[src/rtl/reg_dump_unit.sv]
`timescale 1ns/1ps
// reg_dump_unit: walks the register file through its read port and streams each
// register out as an (index, value) word on a valid/ready interface.
module reg_dump_unit #(
    parameter int unsigned NUM_REGS  = 32,
    parameter int unsigned DATA_W    = 32,
    parameter int unsigned ADDR_W    = 5,
    parameter int unsigned FIRST_REG = 0
) (
    input  logic              i_clk,
    input  logic              i_arst,
    input  logic              i_start,
    input  logic              i_abort,
    output logic              o_rf_ren,
    output logic [ADDR_W-1:0] o_rf_raddr,
    input  logic [DATA_W-1:0] i_rf_rdata,
    output logic              o_dump_valid,
    input  logic              i_dump_ready,
    output logic [ADDR_W-1:0] o_dump_addr,
    output logic [DATA_W-1:0] o_dump_data,
    output logic              o_busy,
    output logic              o_done
);

    localparam logic [ADDR_W-1:0] FirstIdx = ADDR_W'(FIRST_REG);
    localparam logic [ADDR_W-1:0] LastIdx  = ADDR_W'(NUM_REGS - 1);

    typedef enum logic [2:0] {
        StIdle,
        StRead,
        StCapture,
        StSend,
        StDone
    } state_e;

    state_e              state_q, state_d;
    logic [ADDR_W-1:0]   idx_q, idx_d;
    logic [ADDR_W-1:0]   raddr_q, raddr_d;
    logic [ADDR_W-1:0]   dump_addr_q, dump_addr_d;
    logic [DATA_W-1:0]   dump_data_q, dump_data_d;
    logic                dump_valid_q, dump_valid_d;
    logic [1:0]          rst_sync_q;
    logic                rst_n;
    logic                abort_hit;

    // Reset synchroniser: assertion passes straight through, release waits two edges.
    always_ff @(posedge i_clk or negedge i_arst) begin
        if (!i_arst) begin
            rst_sync_q <= 2'b00;
        end else begin
            rst_sync_q <= {rst_sync_q[0], 1'b1};
        end
    end

    assign rst_n = rst_sync_q[1];

    // State and datapath registers.
    always_ff @(posedge i_clk or negedge rst_n) begin
        if (!rst_n) begin
            state_q      <= StIdle;
            idx_q        <= FirstIdx;
            raddr_q      <= '0;
            dump_addr_q  <= '0;
            dump_data_q  <= '0;
            dump_valid_q <= 1'b0;
        end else begin
            state_q      <= state_d;
            idx_q        <= idx_d;
            raddr_q      <= raddr_d;
            dump_addr_q  <= dump_addr_d;
            dump_data_q  <= dump_data_d;
            dump_valid_q <= dump_valid_d;
        end
    end

    assign abort_hit = i_abort &&
                       ((state_q == StRead) || (state_q == StCapture) || (state_q == StSend));

    // Next-state logic; abort overrides whatever the active state decided.
    always_comb begin
        state_d      = state_q;
        idx_d        = idx_q;
        raddr_d      = raddr_q;
        dump_addr_d  = dump_addr_q;
        dump_data_d  = dump_data_q;
        dump_valid_d = dump_valid_q;

        case (state_q)
            StIdle: begin
                if (i_start) begin
                    idx_d   = FirstIdx;
                    state_d = StRead;
                end
            end
            StRead: begin
                raddr_d = idx_q;
                state_d = StCapture;
            end
            StCapture: begin
                dump_data_d  = i_rf_rdata;
                dump_addr_d  = idx_q;
                dump_valid_d = 1'b1;
                state_d      = StSend;
            end
            StSend: begin
                if (dump_valid_q && i_dump_ready) begin
                    dump_valid_d = 1'b0;
                    // Terminal compare precedes the increment so idx never wraps.
                    if (idx_q == LastIdx) begin
                        state_d = StDone;
                    end else begin
                        idx_d   = idx_q + 1'b1;
                        state_d = StRead;
                    end
                end
            end
            StDone: begin
                state_d = StIdle;
            end
            default: begin
                state_d = StIdle;
            end
        endcase

        if (abort_hit) begin
            state_d      = StIdle;
            dump_valid_d = 1'b0;
            idx_d        = FirstIdx;
        end
    end

    // Outputs decoded from state; read address holds its last value outside READ.
    always_comb begin
        o_rf_ren     = (state_q == StRead);
        o_rf_raddr   = (state_q == StRead) ? idx_q : raddr_q;
        o_dump_valid = dump_valid_q;
        o_dump_addr  = dump_addr_q;
        o_dump_data  = dump_data_q;
        o_busy       = (state_q != StIdle);
        o_done       = (state_q == StDone);
    end

endmodule

[config.mk]
export PLATFORM = sky130hd
export DESIGN_NAME = reg_dump_unit
export DESIGN_NICKNAME = d
export VERILOG_FILES = /design/src/rtl/reg_dump_unit.sv
export SDC_FILE = /design/constraint.sdc
export NUM_CORES = 1
export LEC_CHECK = 0
export ABC_AREA = 1
export CORE_MARGIN = 1.5
export CORE_UTILIZATION = 50
export CTS_BUF_LIST = sky130_fd_sc_hd__clkbuf_8
export CTS_CLUSTER_SIZE = 20
export DETAILED_ROUTE_END_ITERATION = 16
export PLACE_DENSITY = 0.85
export SETUP_SLACK_MARGIN = 0.4
export SYNTH_ARGS = -nofsm -noshare
export SYNTH_HDL_FRONTEND = slang
export SYNTH_SLANG_ARGS = --single-unit
[constraint.sdc]
create_clock -name i_clk -period 5.35 [get_ports i_clk]
set_clock_uncertainty 0.1 [all_clocks]
set_input_delay 1.07 -clock i_clk [delete_from_list [all_inputs] [get_ports i_clk]]
set_output_delay 1.07 -clock i_clk [all_outputs]
set_load 0.05 [all_outputs]
# --- Word-level counts from Yosys, hierarchy flattened ---
# Cells that the tools add are included.
totals:
  register_bits: 53
  output_inout_bits: 46
  in_bits: 37
classes:
  mux: 14
  addsub: 1
  eq_ne: 8
  n_reduce_logical: 11
ops:
  columns: ["cell", "n"]
  rows:
  - ["$mux 5", 5]
  - ["$mux 3", 4]
  - ["$pmux 3 s4", 1]
  - ["$pmux 5 s2", 1]
  - ["$reduce_bool 3->1", 3]
  - ["$eq 3x2->1 const B", 2]
  - ["$ne 3x3->1 const B", 2]
  - ["$add 5x1->5 const B", 1]
  - ["$eq 5x5->1 const B", 1]
  - ["$reduce_and 2->1", 2]
  - ["$reduce_and 4->1", 1]
  - ["$eq 3x1->1 const B", 1]
  - ["$eq 3x3->1 const B", 1]
  - ["$logic_not 3->1", 1]
  - ["$ne 3x2->1 const B", 1]
  - ["$logic_and 1x1->1", 2]
  - ["$logic_or 1x1->1", 2]
  - ["$mux 1", 2]
  - ["$pmux 1 s2", 1]

# --- Logic depth before layout (Yosys ltp) ---
# Gate-level depths: netlist (run 1).
logic_depth:
  depth_word: 6
  ltp_mapped: 9
  ltp_nobuf: 9

# --- Worst setup path before layout (run 1) ---
# No wires, ideal clock.
synth_path:
  kind: "register to output"
  from: "reg state_q[2]"
  to: "out o_rf_raddr[0]"
  path_slack_ns: 2.225
  stages_incl_launch_ff: 5
  arrival_ns: 1.955
  cell_sequence: "dfrtp_1 > inv_2 > nand3_1 > buf_2 > o21ai_0"
synth_via:
  elab_chain_len: 2
synth_rtl:
  columns: ["element", "line", "text"]
  rows:
  - ["from (decl)", "36", "state_e state_q, state_d;"]
  - ["from (signal assigned)", "60", "state_q <= StIdle;"]
  - ["from (signal assigned)", "67", "state_q <= state_d;"]
  - ["$eq 3x1->1", "135", "o_rf_raddr = (state_q == StRead) ? idx_q : raddr_q;"]
  - ["$mux 5", null, null]
  - ["to (decl)", "15", "output logic [ADDR_W-1:0] o_rf_raddr,"]
# No other way between the ends.

# --- Final worst setup path (run 1) ---
layout_path:
  from: "reg state_q[2]"
  to: "out o_rf_raddr[2]"
# Same word-level chain as after synthesis.

==> results.yml, run 1 <==
timing:
  fin_setup_tns_ps: 0
  finalHoldViolCount: 0
  min_period_ps: 3555
  slew_viol_final: 0
  fin_crit_sh: 0.6646
  rsz0062_at_grt: "false"
  max_clock_freq_ghz: 0.2813
  worstMarginPinSlew_ps: 1066
  maxSlewHeadroom: 0.2891
  setup_violations: 0
grt:
  grt.total_usage: 0.1864
  grt_pass1_vias: 1610
  antenna_found_initial: 0
  grt.overflow.total: 0
  grt_max_degree: 52
  grt_pass1_wl_mm: 7.417
synthesis:
  mappedNetlistNets: 223
  ys_types: 22
  yosysWarnings: 0
  synth_edf_count: 0
  ys_seq_elements: 53
  synth_area_um2: 2306
  synthCells: 184
  netlist.area_leader.share: 0.5751
  synth_area_leader_cell: "dfrtp_1"
  synth_area_per_cell_um2: 12.53
  synth_flop_cell: "dfrtp_1"
  yosys-top-cells-area: "dfrtp_1 (58%), mux2_4 (18%), nand2_1 (4.7%)"
  synth-seq-area-share: 0.5751
  synthArstFlopShare: 1.000
floorplan:
  rows: 24
  die_w_um: 70.91
  ios: 83
  die_y_um: 70.91
  die_area_um2: 5028
  core_um2: 4384
  initial_core_util: 0.5260
drt:
  avgRoutedWirePerCell_um: 14.41
  ant_nets: 0
  vias_per_cell: 5.078
  vias: 1630
  postRouteWirelength_mm: 4.627
  first_pass_iters: 4
  drt_iter0_drc: 42
  drc: 0
layout:
  diodes: 0
  design_area_um2: 3257
  area_growth_pct: 41.24
  fill_cells: 299
  drive_above_1_share: 0.1933
  fin_nets: 307
  final_common_cell: "clkdlybuf4s50_1"
  layout_common_cells: "clkdlybuf4s50_1 (82), dfrtp_1 (52), nand2_1 (29), mux2_4 (28), o21ai_0 (13)"
placement:
  dp_hpwl_mm: 3.339
  place.gp.congestion: 0.7480
  io_buffers: 82
  postPlaceCellArea_um2: 3149
cts:
  clock-sinks: 53
  cts_resized: 0
  root_buffer: "clkbuf_8"
  clock_latency_ps: 290
  cts_buffer_depth: 2
  path_clk_slew_ps: 90
  cts_tree: "yes"
  htreeDepth: 2
  numCtsBuffers: 5
  hold_buffers: 0
  post-cts-setup-buffer-count: 0
status:
  status: "finished clean"
flow_run:
  drv_cap: 0
critical_path:
  crit_type: "reg2out"
  worstSetupStartpointType: "flop"
  max_stage_delay_ps: 860
  crit_required_ps: 4180
  path_cells: "inv_2, nand3_1, o21ai_0, clkdlybuf4s50_1"
  cp.arrival_ps: 2390
  slowest_stage: "clkdlybuf4s50_1"
  critPathCaptureType: "output pin"
  crit_fanout: 12
power_and_ir_drop:
  power_density_nw_per_um2: 678.4
  cellLeakagePower_nw: 1.549
  ir_worst_vdd_mv: 0.4413
hold_path:
  hold_path.class: "reg2reg"
cells in the mapped netlist (2+ instances only):
cell type / instances
buf_2: 2
buf_6: 3
dfrtp_1: 53
ha_1: 2
inv_1: 11
inv_2: 3
mux2_2: 4
mux2_4: 28
nand2_1: 29
nand2_2: 4
nand3_1: 8
nor2_1: 10
nor2_4: 2
o21ai_0: 13
o21bai_1: 5
metrics by stage:
step / power (W) / instances / hold slack (ps) / setup WS, ps / util
2_1_floorplan: 0.001589 / 184 / 231.2 / 2225 / -
3_3_place_gp: 0.001943 / 313 / 234.5 / 2194 / 0.7183
3_5_place_dp: 0.001966 / 313 / 237.9 / 2110 / 0.7183
4_1_cts: 0.002231 / 321 / 266.4 / 1757 / 0.7429
5_1_grt: 0.002309 / 321 / 275.8 / 1612 / 0.7429
6_report: 0.002209 / 321 / 259.1 / 1795 / 0.7429
power breakdown:
part           total, W  internal, W  switching (W)  leakage, nW
Sequential     0.000645     0.000550      0.0000953        0.655
Combinational   0.00131     0.000525       0.000783        0.835
Clock          0.000256     0.000137       0.000119       0.0593
worst paths after layout:
kind / start / to / slack [ps] / cells past startpoint
hold reg to reg: rst_sync_q[0] / rst_sync_q[1] / 260 / 0
hold / removal: rst_sync_q[0] / rst_sync_q[1] / 260 / 0
min in group asynchronous: rst_sync_q[1] / o_dump_addr[0] / 380 / 0
max in group asynchronous: rst_sync_q[1] / o_dump_data[13] / 4120 / 0
setup / recovery: state_q[2] / o_rf_raddr[2] / 1790 / 4
setup reg to reg: state_q[2] / o_dump_data[30] / 3460 / 3
flip-flops by register name, summed over array words and instances (netlist names):
name,cells
o_dump_addr,5
o_dump_data,32
rst_sync_q,2
state_q,3
o_dump_valid,1
idx_q,5
raddr_q,5
routing by layer:
layer,GRT usage,vias to the layer above,share of wire
met2,0.2970,73,0.48
met5,0,-,0
met4,0.06499,0,0.0067
met1,0.2510,779,0.43
met3,0.04701,4,0.080
li1,-,774,-
cell families after synthesis:
| kind of cell | Yosys count | share of synthesized area |
|---|---|---|
| simple gates | 58 | 0.1221 |
| flops | 53 | 0.5751 |
| mux | 32 | 0.2018 |
| compound gates | 19 | 0.04666 |
| buf+inv | 19 | 0.04178 |
| fa+ha+maj | 2 | 0.01085 |
| other cells | 1 | 0.001626 |
critical path: cells and delay by family, from the launching register on:
family / cells / cell delay [ps]
DFF: 1 / 430
AOI/OAI and AO/OA: 1 / 360
and+or+nand+nor: 1 / 300
buffers and inverters: 2 / 1000
area by class of cell:
type / instances / area [µm²] / share of cell area
Clock inverter: 3 / 38.79 / 0.01191
Clock buffer: 5 / 68.82 / 0.02113
Sequential cell: 53 / 1328 / 0.4076
Timing Repair Buffer: 82 / 820.8 / 0.2520
Tap cell: 52 / 65.06 / 0.01998
Inverter: 14 / 52.55 / 0.01614
Multi-Input combinational cell: 112 / 883.3 / 0.2712
No activity file was read; power rests on OpenSTA's default activity.
==> run 2: changes to the inputs <==
- CORE_UTILIZATION: 50 -> 46
- PLACE_DENSITY: 0.85 -> 0.79
- clock period: 5.35 -> 3.4 ns (I/O delays scaled with it)
==> run 2 against run 1 <==
Clock-buffer cell count unchanged. Sequential share of layout area up 0.17 points. Final cell count is 4.7% higher. Clock power up 38%. Register-to-register slack worse by 2000 ps. First-iteration DRC count up 79%. Non-clock buffer count stayed put. Global-route usage fell by 0.21 points. Power rose by 55%. Die area increased by 8.3%.
==> results.yml, run 2 (same netlist as run 1, synthesis figures left out) <==
hold_path:
  hold_path.class: "reg2reg"
  hold_depth: 0
  holdPathEnd: "rst_sync_q[1]"
  worstHoldStart: "rst_sync_q[0]"
power_and_ir_drop:
  power_density_nw_per_um2: 1054
  cellLeakagePower_nw: 1.562
  ir_worst_vdd_mv: 0.5038
floorplan:
  initial_core_util: 0.4818
  die_w_um: 73.80
  ios: 83
  die_y_um: 73.80
  die_area_um2: 5446
  rows: 25
  core_um2: 4786
grt:
  grt.overflow.total: 0
  grt_pass1_wl_mm: 7.583
  grt_max_degree: 52
  antenna_found_initial: 0
  grt_pass1_vias: 1595
  grt.total_usage: 0.1843
layout:
  final_common_cell: "clkdlybuf4s50_1"
  fin_nets: 307
  diodes: 0
  largest_reg_flops: 32
  layout_common_cells: "clkdlybuf4s50_1 (76), dfrtp_1 (52), nand2_1 (29), mux2_4 (28), o21ai_0 (13)"
  area_growth_pct: 40.64
  drive_above_1_share: 0.2082
timing:
  min_period_ps: 2818
  maxSlewHeadroom: 0.2846
  max_clock_freq_ghz: 0.3549
  setup_violations: 0
  rsz0062_at_grt: "false"
  finalHoldViolCount: 0
  fin_ws_ps: 582.0
  fin_crit_sh: 0.8288
  slew_viol_final: 0
  holdWs_ps: 259.5
  fin_setup_tns_ps: 0
  worstMarginPinSlew_ps: 1073
critical_path:
  path_cells: "inv_2, nand3_1, o21ai_0, dlygate4sd2_1"
  worstSetupStartpointType: "flop"
  r2r_cells: 3
  slowest_stage: "dlygate4sd2_1"
  crit_fanout: 12
  reg2reg_slack_ps: 1510
  cp_top_family: "buffers and inverters"
  max_stage_delay_ps: 560
  path_buf_inv: 2
  worstReg2RegEnd: "o_dump_data[5]"
  cp.arrival_ps: 2040
  critPathCaptureType: "output pin"
  crit_required_ps: 2620
  r2r-start: "state_q[2]"
  crit_type: "reg2out"
placement:
  place_ws_ps: 579.5
  io_buffers: 82
  dp_hpwl_mm: 3.408
  place.gp.congestion: 0.8000
cts:
  cts_tree: "yes"
  path_clk_slew_ps: 100
  root_buffer: "clkbuf_8"
  hold_buffers: 0
  cts_buffer_depth: 2
  htreeDepth: 2
  numCtsBuffers: 5
  clock_latency_ps: 310
  clock-sinks: 53
drt:
  postRouteWirelength_mm: 4.735
  vias_per_cell: 4.759
  ant_nets: 0
  drt_iter0_drc: 75
  vias: 1599
  drc: 0
  avgRoutedWirePerCell_um: 14.09
  first_pass_iters: 4
flow_run:
  drv_cap: 0
status:
  status: "finished clean"
==> run 2: changes by cell type in the layout (fill, tap and decap cells not counted) <==
cell             previous run  this run
clkdlybuf4s50_1            82        76
clkbuf_2                    0         3
bufinv_16                   1         0
clkinvlp_4                  0         1
dlygate4sd1_1               0         1
dlygate4sd2_1               0         1
dlymetal6s2s_1              0         1
inv_1                      12        11
inv_6                       0         1
==> run 2: layout make-up <==
cell class              count  area (µm²)
clock buffers               5       68.82
clock inverters             3       21.27
fillers                   377        1543
inverters                  14       52.55
multi-input cells         112       883.3
flip-flops and latches     53        1328
well taps                  67       83.83
repair buffers             82       805.8
==> run 2: routing by layer <==
metal | share of wire | global-route usage | vias up | wire length, µm
li1 | - | - | 767 | -
met1 | 0.46 | 0.2442 | 764 | 2184
met2 | 0.45 | 0.2853 | 60 | 2130
met3 | 0.072 | 0.04527 | 8 | 342
met4 | 0.016 | 0.08436 | 0 | 78
met5 | 0 | 0 | - | 0
==> run 2: through the flow <==
| stage | instances | instance area (µm²) | total power, W | util |
|---|---|---|---|---|
| 4_1_cts | 336 | 3252 | 0.003453 | 0.6795 |
| 3_3_place_gp | 328 | 3168 | 0.003061 | 0.6620 |
| 2_1_floorplan | 184 | 2306 | 0.002500 | - |
| 6_report | 336 | 3243 | 0.003417 | 0.6776 |
| 5_1_grt | 336 | 3243 | 0.003598 | 0.6776 |
| 3_5_place_dp | 328 | 3168 | 0.003094 | 0.6620 |
==> run 2: worst register-to-register path: stages (launching register included) <==
cell and delay, ps:
dfrtp_1 430, inv_2 150, nand3_4 560, mux2_4 540
==> run 2: how the worst max path moves through the flow <==
| stage | startpoint | to | slack (ps) | cells after the start |
|---|---|---|---|---|
| finish | state_q[2] | o_rf_raddr[4] | 580 | 4 |
| global route | state_q[2] | o_rf_raddr[3] | 410 | 4 |
| CTS | state_q[2] | o_rf_ren | 460 | 4 |
| detailed placement | state_q[2] | o_rf_raddr[0] | 580 | 4 |
| global placement | state_q[2] | o_rf_raddr[0] | 620 | 4 |
| floorplan | state_q[2] | o_rf_raddr[0] | 660 | 4 |
==> run 2: repair_timing <==
item / in CTS / in global routing
gates resized for setup: 5 / 12
setup endpoints to repair: 5 / 5
setup buffers: 0 / 0
==> run 2: power breakdown <==
part / total, W / leakage [nW] / switching (W) / internal, W
combinational: 0.00205 / 0.862 / 0.00123 / 0.000819
clock: 0.000353 / 0.0445 / 0.000207 / 0.000146
sequential: 0.00102 / 0.655 / 0.000152 / 0.000865
total: 0.00342 / 1.56 / 0.00159 / 0.00183
==> run 3: changes to the inputs <==
- CORE_UTILIZATION: 46 -> 42
- PLACE_DENSITY: 0.79 -> 0.76
- clock period: 3.4 -> 2.58 ns (I/O delays scaled with it)
==> run 3 against run 2 <==
Hold slack worse by 62 ps. Clock power increased by 55%. Sequential cell count did not move.
==> results.yml, run 3 (same netlist as run 1, synthesis figures left out) <==
critical_path:
  cp.arrival_ps: 1530
  crit_fanout: 12
  path_cells: "inv_2, nand3_4, o21ai_2, buf_12"
  critPathCaptureType: "output pin"
  crit_type: "reg2out"
  worstSetupStartpointType: "flop"
  slowest_stage: "dfrtp_1"
  max_stage_delay_ps: 430
  crit_required_ps: 1960
layout:
  fin_util: 0.6488
  diodes: 0
  fin_nets: 310
  layout_common_cells: "clkdlybuf4s50_1 (74), dfrtp_1 (52), nand2_1 (29), mux2_4 (28), inv_1 (12)"
  largest_reg_flops: 32
  drive_above_1_share: 0.2537
  final_common_cell: "clkdlybuf4s50_1"
  area_growth_pct: 46.45
drt:
  vias_per_cell: 4.810
  first_pass_iters: 4
  drc: 0
  postRouteWirelength_mm: 5.084
  drt_iter0_drc: 40
  ant_nets: 0
  avgRoutedWirePerCell_um: 14.87
  vias: 1645
timing:
  finalHoldViolCount: 0
  maxSlewHeadroom: 0.5500
  max_clock_freq_ghz: 0.4662
  rsz0062_at_grt: "true"
  fin_crit_sh: 0.8314
  fin_setup_tns_ps: 0
  setup_violations: 0
  worstMarginPinSlew_ps: 675.0
  holdWs_ps: 197.0
  min_period_ps: 2145
  fin_ws_ps: 435.0
  slew_viol_final: 0
placement:
  place_ws_ps: 337.8
  place.gp.congestion: 0.8294
  dp_hpwl_mm: 3.614
  io_buffers: 82
cts:
  clock-sinks: 53
  post-cts-setup-buffer-count: 0
  numCtsBuffers: 5
  clock_latency_ps: 310
  cts_tree: "yes"
  htreeDepth: 2
  root_buffer: "clkbuf_8"
  path_clk_slew_ps: 90
  cts_buffer_depth: 2
floorplan:
  rows: 26
  die_w_um: 77.10
  die_y_um: 77.10
  initial_core_util: 0.4430
  core_um2: 5205
  die_area_um2: 5944
  ios: 83
power_and_ir_drop:
  power_density_nw_per_um2: 1374
  total_power_w: 0.004641
  cellLeakagePower_nw: 1.601
  ir_worst_vdd_mv: 0.6737
grt:
  grt.overflow.total: 0
  grt_pass1_vias: 1728
  antenna_found_initial: 0
  grt.total_usage: 0.1864
  grt_pass1_wl_mm: 8.535
  grt_max_degree: 45
status:
  status: "finished clean"
hold_path:
  hold_path.class: "reg2async"
flow_run:
  drv_cap: 0
run 3: cell count changes in the layout (fill, tap and decap cells not counted), sizes merged:
| cell | delta |
|---|---|
| dlygate4sd1 | -1 |
| clkdlybuf4s50 | -2 |
| clkbuf | -2 |
| buf | +9 |
| clkdlybuf4s15 | +1 |
| dlymetal6s2s | -1 |
| clkinvlp | -1 |
| dlygate4sd2 | -1 |
| bufinv | +1 |
run 3: timing repair:
action | CTS | global route
resized for setup | 16 | 2
hold buffers | 0 | 0
setup endpoints to repair | 8 | 6
pin swaps | 0 | 0
run 3: area by class of cell:
type                    instances  area [µm²]
clock buffers                   5       68.82
clock inverters                 3       38.79
fillers                       419        1828
inverters                      14       52.55
multi-input cells             112       914.6
flip-flops and latches         53        1328
well taps                      70       87.58
repair buffers                 85       887.1
run 3: worst max-delay path: cells and delay by family, from the launching register on:
family          cells  cell delay (ps)
compound gates      1              260
flops               1              430
simple gates        1              190
buf+inv             2              340
run 3: report_power, final:
group          internal [W]  leakage, nW  switching, W
logic               0.00110        0.886       0.00165
clock network      0.000284       0.0593      0.000264
registers           0.00114        0.655      0.000198
run 3: layer usage:
metal | global-route usage | up-vias | routed length, µm
met5 | 0 | - | 0
met4 | 0.07091 | 0 | 89
met3 | 0.05000 | 7 | 290
met2 | 0.2885 | 59 | 2370
met1 | 0.2508 | 798 | 2333
li1 | - | 781 | -
run 3: final timing paths:
| kind | startpoint | end | slack (ps) | cells after the start |
|---|---|---|---|---|
| worst min-delay path | rst_sync_q[1] | o_dump_data[0] | 200 | 0 |
| worst max-delay path | state_q[2] | o_rf_raddr[0] | 440 | 4 |
| worst min register to register | rst_sync_q[1] | o_dump_data[0] | 200 | 0 |
| max in group asynchronous | rst_sync_q[1] | state_q[2] | 1560 | 1 |
| worst max register to register | state_q[0] | o_dump_data[14] | 750 | 4 |
| min in group i_clk | rst_sync_q[0] | rst_sync_q[1] | 260 | 0 |
run 3: metrics by stage:
stage               instances  area [µm²]
finish                    342        3377
global route              342        3377
CTS                       342        3381
detailed placement        334        3242
global placement          334        3242
floorplan                 184        2306
